File: config.mk
export PLATFORM = sky130hd
export DESIGN_NAME = lane_shifter_flat
export DESIGN_NICKNAME = d
export VERILOG_FILES = /design/src/rtl/frogger_pkg.sv /design/src/rtl/lane_shifter_if.sv /design/src/rtl/lane_lfsr.sv /design/src/rtl/lane_shifter.sv /design/src/flat_wrapper.sv
export SDC_FILE = /design/constraint.sdc
export NUM_CORES = 1
export LEC_CHECK = 0
export ABC_AREA = 1
export CORE_MARGIN = 3
export CORE_UTILIZATION = 43
export CTS_BUF_LIST = sky130_fd_sc_hd__clkbuf_4
export DETAILED_ROUTE_END_ITERATION = 8
export HOLD_SLACK_MARGIN = 0.06
export PLACE_DENSITY_LB_ADDON = 0.3
export SYNTH_ARGS = -nofsm -noshare
export SYNTH_HDL_FRONTEND = slang
export SYNTH_SLANG_ARGS = --single-unit
File: constraint.sdc
create_clock -name clk -period 1.6 [get_ports clk]
set_clock_uncertainty 0.1 [all_clocks]
set_input_delay 0.32 -clock clk [delete_from_list [all_inputs] [get_ports clk]]
set_output_delay 0.32 -clock clk [all_outputs]
set_load 0.05 [all_outputs]
File: src/rtl/frogger_pkg.sv
// Shared types and constants for the frogger obstacle lanes: lane FSM state
// encoding plus the seed, taps and step function of the 16-bit spawn LFSR.
package frogger_pkg;

  typedef enum logic [1:0] {
    IDLE,
    RUN,
    HIT
  } lane_state_t;

  localparam logic [15:0] LFSR_SEED = 16'hACE1;
  localparam logic [15:0] LFSR_TAPS = 16'hB400;

  // Right-shifting Fibonacci step; TAPS bit k (1-based tap k+1) samples state bit 15-k.
  function automatic logic [15:0] lfsr_next(input logic [15:0] s);
    logic fb;
    fb = 1'b0;
    for (int i = 0; i < 16; i++) begin
      if (LFSR_TAPS[4'(i)]) fb = fb ^ s[4'(15 - i)];
    end
    return {fb, s[15:1]};
  endfunction

endpackage

File: src/rtl/lane_shifter_if.sv
// Control/status bundle between the level logic and one obstacle lane.
interface lane_shifter_if #(
  parameter int WIDTH = 16
);
  logic                     enable;
  logic                     start;
  logic                     clear;
  logic                     load;
  logic [WIDTH-1:0]         pattern;
  logic                     frog_here;
  logic [$clog2(WIDTH)-1:0] frog_col;
  logic [WIDTH-1:0]         row;
  logic                     collision;
  logic [7:0]               shift_count;

  modport master (
    output enable, start, clear, load, pattern, frog_here, frog_col,
    input  row, collision, shift_count
  );

  modport slave (
    input  enable, start, clear, load, pattern, frog_here, frog_col,
    output row, collision, shift_count
  );
endinterface

File: src/rtl/lane_lfsr.sv
// 16-bit Fibonacci LFSR supplying fresh obstacle bits; steps only when advance is high.
module lane_lfsr
  import frogger_pkg::*;
(
  input  logic clk,
  input  logic reset,
  input  logic advance,
  output logic bit_out
);

  logic [15:0] state_q;

  always_ff @(posedge clk or posedge reset) begin
    if (reset)        state_q <= LFSR_SEED;
    else if (advance) state_q <= lfsr_next(state_q);
  end

  assign bit_out = state_q[0];

endmodule

File: src/rtl/lane_shifter.sv
// One scrolling obstacle lane with IDLE/RUN/HIT control and frog collision detect.
// Optional macro SPAWN_LFSR_EN refills the vacated bit from lane_lfsr instead of rotating.
module lane_shifter
  import frogger_pkg::*;
#(
  parameter int WIDTH = 16,
  parameter int DIR   = 0
) (
  input  logic          clk,
  input  logic          reset,
  lane_shifter_if.slave bus
);

  localparam int CW = $clog2(WIDTH);

  lane_state_t      state_q, state_d;
  logic [WIDTH-1:0] row_q, shifted;
  logic [7:0]       count_q;
  logic             in_range, detect, do_load, do_shift, fill;

  // Zero-extended compare so a non-power-of-two WIDTH rejects columns past the lane.
  assign in_range = {1'b0, bus.frog_col} < (CW + 1)'(WIDTH);
  assign detect   = (state_q == RUN) && bus.frog_here && in_range && row_q[bus.frog_col];
  assign do_load  = bus.load && (state_q != HIT);
  assign do_shift = (state_q == RUN) && bus.enable && !detect && !bus.load;

`ifdef SPAWN_LFSR_EN
  lane_lfsr u_lfsr (
    .clk     (clk),
    .reset   (reset),
    .advance (do_shift),
    .bit_out (fill)
  );
`else
  assign fill = (DIR == 0) ? row_q[0] : row_q[WIDTH-1];
`endif

  generate
    if (DIR == 0) begin : g_down
      assign shifted = {fill, row_q[WIDTH-1:1]};
    end else begin : g_up
      assign shifted = {row_q[WIDTH-2:0], fill};
    end
  endgenerate

  // NOTE: state registers use non-blocking assignments so every flop samples pre-edge values.
  always_ff @(posedge clk or posedge reset) begin
    if (reset) begin
      state_q <= IDLE;
      row_q   <= '0;
      count_q <= '0;
    end else begin
      state_q <= state_d;
      if (do_load)       row_q <= bus.pattern;
      else if (do_shift) row_q <= shifted;
      if (do_shift)      count_q <= count_q + 8'd1;
    end
  end

  // NOTE: state_d is defaulted first so no path through this block can infer a latch.
  always_comb begin
    state_d = state_q;
    case (state_q)
      IDLE:    if (bus.start) state_d = RUN;
      RUN:     if (detect)    state_d = HIT;
      HIT:     if (bus.clear) state_d = IDLE;
      default: state_d = IDLE;
    endcase
  end

  assign bus.row         = row_q;
  assign bus.collision   = (state_q == HIT);
  assign bus.shift_count = count_q;

endmodule

File: src/flat_wrapper.sv
// flat-port wrapper written by rule: the top's interface ports become plain ports
module lane_shifter_flat import frogger_pkg::*;
#(
  parameter int WIDTH = 16,
  parameter int DIR   = 0
)
  (clk, reset, bus_enable, bus_start, bus_clear, bus_load, bus_pattern, bus_frog_here, bus_frog_col, bus_row, bus_collision, bus_shift_count);
  lane_shifter_if #(.WIDTH(WIDTH)) bus_i ();
  input  logic clk;
  input  logic reset;
  input wire logic [$bits(bus_i.enable)-1:0] bus_enable;
  input wire logic [$bits(bus_i.start)-1:0] bus_start;
  input wire logic [$bits(bus_i.clear)-1:0] bus_clear;
  input wire logic [$bits(bus_i.load)-1:0] bus_load;
  input wire logic [$bits(bus_i.pattern)-1:0] bus_pattern;
  input wire logic [$bits(bus_i.frog_here)-1:0] bus_frog_here;
  input wire logic [$bits(bus_i.frog_col)-1:0] bus_frog_col;
  output wire logic [$bits(bus_i.row)-1:0] bus_row;
  output wire logic [$bits(bus_i.collision)-1:0] bus_collision;
  output wire logic [$bits(bus_i.shift_count)-1:0] bus_shift_count;
  assign bus_i.enable = bus_enable;
  assign bus_i.start = bus_start;
  assign bus_i.clear = bus_clear;
  assign bus_i.load = bus_load;
  assign bus_i.pattern = bus_pattern;
  assign bus_i.frog_here = bus_frog_here;
  assign bus_i.frog_col = bus_frog_col;
  assign bus_row = bus_i.row;
  assign bus_collision = bus_i.collision;
  assign bus_shift_count = bus_i.shift_count;
  lane_shifter #(.WIDTH(WIDTH), .DIR(DIR)) u_core (.clk(clk), .reset(reset), .bus(bus_i));
endmodule
---- After elaboration in Yosys (flattened, before gate mapping) ----
Cells that the tools add are included.
storage, ports and cells
  bits in read-only memories .............. 0
  output and inout port bits .............. 25
  bits in writable memories ............... 0
  input bits .............................. 27
  register bits ........................... 26
  memories ................................ 0
  latch bits .............................. 0
cells by class
  bitwise operators ....................... 0
  mux-type cells .......................... 8
  $add $sub $neg .......................... 1
  equal/unequal tests ..................... 6
  $lt $le $gt $ge ......................... 1
  reductions and logical operators ........ 11
  shift operators ......................... 0
  div/mod/pow operators ................... 0
  $mul .................................... 0
operators by type and width
  cell                                                                  number
  16-bit two-way mux                                                    2
  8-bit by 1-bit adder with 8-bit output, second input constant         1
  1-bit logical AND                                                     6
  2-bit two-way mux                                                     3
  2-bit != test, second input constant                                  3
  2-bit case mux with 3 select lines                                    1
  4-bit by 5-bit < comparator with 1-bit output, second input constant  1
  1-bit binary-select mux with 4-bit select                             1
  3-bit AND reduction                                                   1
  2-bit by 1-bit == test with 1-bit output, second input constant       1
  2-bit == test, second input constant                                  1
  1-bit zero test                                                       2
  2-bit zero test                                                       1
  2-bit by 1-bit != test with 1-bit output, second input constant       1
  2-bit nonzero test                                                    1
  1-bit two-way mux                                                     1

---- Depth between registers and ports, before layout ----
  depth after elaboration ................. 8
  mapped depth ............................ 14
  depth with buffers taken out ............ 12

---- Least setup slack after synthesis ----
No wires, ideal clock.
  path type ............................... flip-flop to flip-flop
  start ................................... reg u_core.state_q[0]
  end ..................................... reg u_core.row_q[0], in the netlist u_core.bus.row[0]
  arrival time ............................ 2.023 ns
  setup time .............................. 0.119 ns
  cell stages (with the launch flop) ...... 8
  clock period less this slack ............ 2.242 ns
  slack ................................... -0.642 ns
  cell sequence ........................... dfrtp_1 nor2_1 inv_1 nand2_2 buf_2 mux2_2 nand2_1 nand2_1
on the way
  longest elaborated chain between the ends .. 7
  elaborated cells between the ends (all ways) .. 11
ends and longest elaborated chain
  item                                      line                                    source
  start, declared                           lane_shifter.sv:16                      lane_state_t state_q, state_d;
  start signal, assigned                    lane_shifter.sv:53                      state_q <= state_d;
  2-bit by 1-bit == test with 1-bit output  lane_shifter.sv:23, lane_shifter.sv:25
  1-bit logical AND (2 in series)           lane_shifter.sv:23                      assign detect = (state_q == RUN) && bus.frog_here && in_range && row_q[bus.frog_col];
  1-bit zero test                           lane_shifter.sv:25                      assign do_shift = (state_q == RUN) && bus.enable && !detect && !bus.load;
  1-bit logical AND (2 in series)           lane_shifter.sv:25
  2-bit nonzero test (no source line)       -
  end signal, assigned                      lane_shifter.sv:54                      if (do_load) row_q <= bus.pattern;
  end signal, assigned                      lane_shifter.sv:55                      else if (do_shift) row_q <= shifted;
  end, declared                             lane_shifter.sv:17                      logic [WIDTH-1:0] row_q, shifted;
Parallel ways exist; a longest one is shown, timed or not.
A chain may end at the register's enable or synchronous reset.

---- Worst setup path in the final report ----
  start ................................... reg u_core.row_q[11], in the netlist u_core.bus.row[11]
  end ..................................... reg u_core.row_q[7], in the netlist u_core.bus.row[7]
on the way
  longest elaborated chain between the ends .. 7
ends and longest elaborated chain
  item                                       line
  1-bit binary-select mux with 4-bit select  lane_shifter.sv:23
  1-bit two-way mux (implied by the code)    lane_shifter.sv:23
  1-bit logical AND                          lane_shifter.sv:23
  1-bit zero test                            lane_shifter.sv:25
  1-bit logical AND (2 in series)            lane_shifter.sv:25
  2-bit nonzero test (no source line)        -
No other way between the ends. The select of a mux whose other input is x is not followed.

==> flow_summary.ini <==
[run_status]
status = complete, but fails checks
violations = negative setup slack

[floorplan]
core_mm2 = 0.00344
dieArea_mm2 = 0.00444
pin_count = 52
die_w_um = 66.6
die_height_um = 66.6
start_util_pct = 45.9
fp-row-count = 21

[final_layout]
finalNonFillerCells = 325
finalNetCount = 308
final_core_util_pct = 81.6
antenna_cells = 0
drive_above_1_share_pct = 42.7
syn_to_final_growth_pct = 77.8
fillers = 192

[setup_path]
reg2reg_to = u_core.bus.row[7]
cp.required_ns = 1.72
criticalPathCategory = reg2reg
cp.arrival_ns = 1.79
endpoint_kind = flip-flop
start_kind = flip-flop
rr_worst_depth = 11
rr_startpoint = u_core.bus.row[11]
cp_max_fo = 8
r2r_setup_slack_ns = -0.06

[clock_network]
clock_path_buffers = 2
hold_buffers = 0
cts_tree = yes
root_buffer = clkbuf_4
numCtsBuffers = 3
worst_skew_pair.late_latency_ns = 0.32
cts_sinks = 26
htreeDepth = 1
cts.clk_slew.worst_paths_ns = 0.14

[timing]
fin_ws_ns = -0.0630
hold_viol_final = 0
relSlewSlack_pct = 77.3
post-route-min-period_ns = 1.66
rsz0062_at_grt = true
max_clock_freq_ghz = 0.601
fin_crit_sh_pct = 104
tightest_slew_ns = 0.341
setup_viol = 24
drv_slew = 0

[yosys]
synth_cells = 203
postSynthAreaPerCell_um2 = 7.78
synth_seq_area_share_pct = 41.2
syn_nets = 231
synth_seq_cells = 26
syn_area_mm2 = 0.00158
ys_types = 21
ys_warn_count = 0

[power]
combPwrFrac_pct = 70.8
total_power_uw = 4770
internal_power_uw = 2650
p_leak_uw = 0.00134
max-vdd-ir-drop_mv = 1.07
power.switching_uw = 2120
power.density_mw_per_mm2 = 1700
clkPwrFrac_pct = 6.0
switching_share_pct = 44.5
seqPwrFrac_pct = 23.2

[detailed_routing]
wire_per_inst_um = 13.7
first_pass_iters = 4
drc_errors = 0
final_antenna_net_count = 0
wl_um = 4440
num_vias = 1628
viasPerCell = 5.01
drt_iter0_drc = 111

[placement]
gp_congestion = 0.883
hpwl_um = 3100
io_buffers = 51
placedCellCount = 318

[global_route]
grt_pass1_vias = 1513
grt_max_degree = 27
grt_pass1_wl_um = 6620
grt.total_usage_pct = 19.3
grt_antenna_before_repair = 0
grt_overflow = 0

[job]
cap_violations = 0

[min_path]
hp-class = in2async
## cells in the mapped netlist
master,count,area (um^2)
nand2_2,2,12.5
nand3_4,1,17.5
xor2_1,1,8.76
buf_6,2,22.5
mux2_2,15,169
buf_4,2,15.0
a21oi_1,1,5.00
o21ai_0,1,5.00
nand2_4,1,11.3
inv_1,27,101
dfrtp_1,26,651
nand2_1,66,248
ha_1,1,12.5
buf_2,4,20.0
and3_1,1,6.26
nor2_1,6,22.5
nand4_1,2,12.5
nand3_1,31,155
o21ai_1,7,35.0
xnor2_1,5,43.8
inv_4,1,6.26
## sequential cells by signal, indices dropped and copies added, names as in the netlist
| name | flops |
|---|---|
| u_core.state_q | 2 |
| u_core.bus.shift_count | 8 |
| u_core.bus.row | 16 |
## layout make-up
class / instances / area (um^2) / share of cell area, %
timing repair buffer: 80 / 1050 / 37.3
multi-input combinational: 141 / 900 / 32.0
sequential: 26 / 671 / 23.9
inverter: 28 / 108 / 3.83
tap: 46 / 57.6 / 2.05
clock buffer: 3 / 22.5 / 0.801
clock inverter: 1 / 3.75 / 0.134
## per-layer routing
metal / share of wire, % / GRT usage (%) / routed length [um] / up-vias
met5: 0 / 0 / 0 / -
met4: 2.1 / 6.60 / 95 / 0
met3: 5.7 / 2.36 / 253 / 10
met2: 51 / 33.2 / 2260 / 72
met1: 41 / 24.8 / 1840 / 752
li1: - / - / - / 794
## critical path, cell delays in order, from the launching register on
cell	delay [ns]
dfrtp_2	0.43
inv_1	0.07
nand2_1	0.06
nand3_1	0.11
nand3_1	0.09
nand3_1	0.08
nand2_1	0.07
nand2_2	0.09
nand3_4	0.14
buf_6	0.19
nand3_1	0.07
nand2_1	0.06
## power groups by stage
stage,Combinational [uW],Sequential [uW],Clock (uW)
floorplan,808,1900,0
global placement,3150,1100,0
detailed placement,3190,1120,0
CTS,3220,1100,289
global route,3570,1140,318
finish,3380,1100,286
## cells in the final DEF (no fill, tap or decap), types with 2 or more instances in the layout
| cell type | instances |
|---|---|
| nor2_1 | 5 |
| buf_6 | 2 |
| inv_2 | 8 |
| clkdlybuf4s50_1 | 24 |
| nand3_1 | 19 |
| nand2_2 | 6 |
| mux2_4 | 11 |
| inv_1 | 19 |
| dfrtp_2 | 16 |
| buf_4 | 21 |
| dlygate4sd2_1 | 2 |
| nand3_2 | 12 |
| buf_8 | 3 |
| dfrtp_1 | 10 |
| buf_12 | 27 |
| xnor2_1 | 5 |
| clkbuf_4 | 3 |
| nand4_1 | 2 |
| nand2_1 | 61 |
| o21ai_1 | 7 |
| mux2_2 | 4 |
## per-stage QoR
stage | hold WS, ns | worst slack, ns | cell area, um^2 | setup TNS [ns]
after floorplan | 0.259 | -0.0728 | 1670 | -0.778
after global placement | 0.462 | -0.437 | 2640 | -10.64
after detailed placement | 0.476 | -0.495 | 2640 | -11.90
after CTS | 0.247 | 0.0230 | 2680 | 0
after global routing | 0.260 | -0.188 | 2810 | -3.61
final | 0.242 | -0.0630 | 2810 | -0.930
## cell families (layout without fill, tap and decap cells)
kind of cell | after synthesis | in the layout | synth area share (%)
AO/OA/AOI/OAI | 9 | 9 | 2.85
flip-flops | 26 | 26 | 41.2
XOR/XNOR | 6 | 6 | 3.33
multiplexers | 15 | 15 | 10.7
buffers and inverters | 36 | 112 | 10.5
AND/OR/NAND/NOR | 110 | 110 | 30.7
adder cells (fa/ha/maj) | 1 | 1 | 0.792
## repair_timing
item,in CTS,in global routing
resized for setup,8,26
pin swaps,0,16
cloned,0,1
setup buffers,0,2
endpoints found under the setup margin,24,24
## how the worst max path moves through the flow
stage                                           end  slack (ns)  cells past startpoint               start
after floorplan                  u_core.bus.row[10]       -0.07                      8   u_core.state_q[1]
after global placement    u_core.bus.shift_count[6]       -0.44                     13     bus_frog_col[0]
after detailed placement  u_core.bus.shift_count[6]       -0.49                     13     bus_frog_col[0]
after CTS                        u_core.bus.row[12]        0.02                      8   u_core.state_q[1]
after global routing              u_core.bus.row[1]       -0.19                     11  u_core.bus.row[15]
final                             u_core.bus.row[7]       -0.06                     11  u_core.bus.row[11]
No activity file was read; power rests on OpenSTA's default activity.
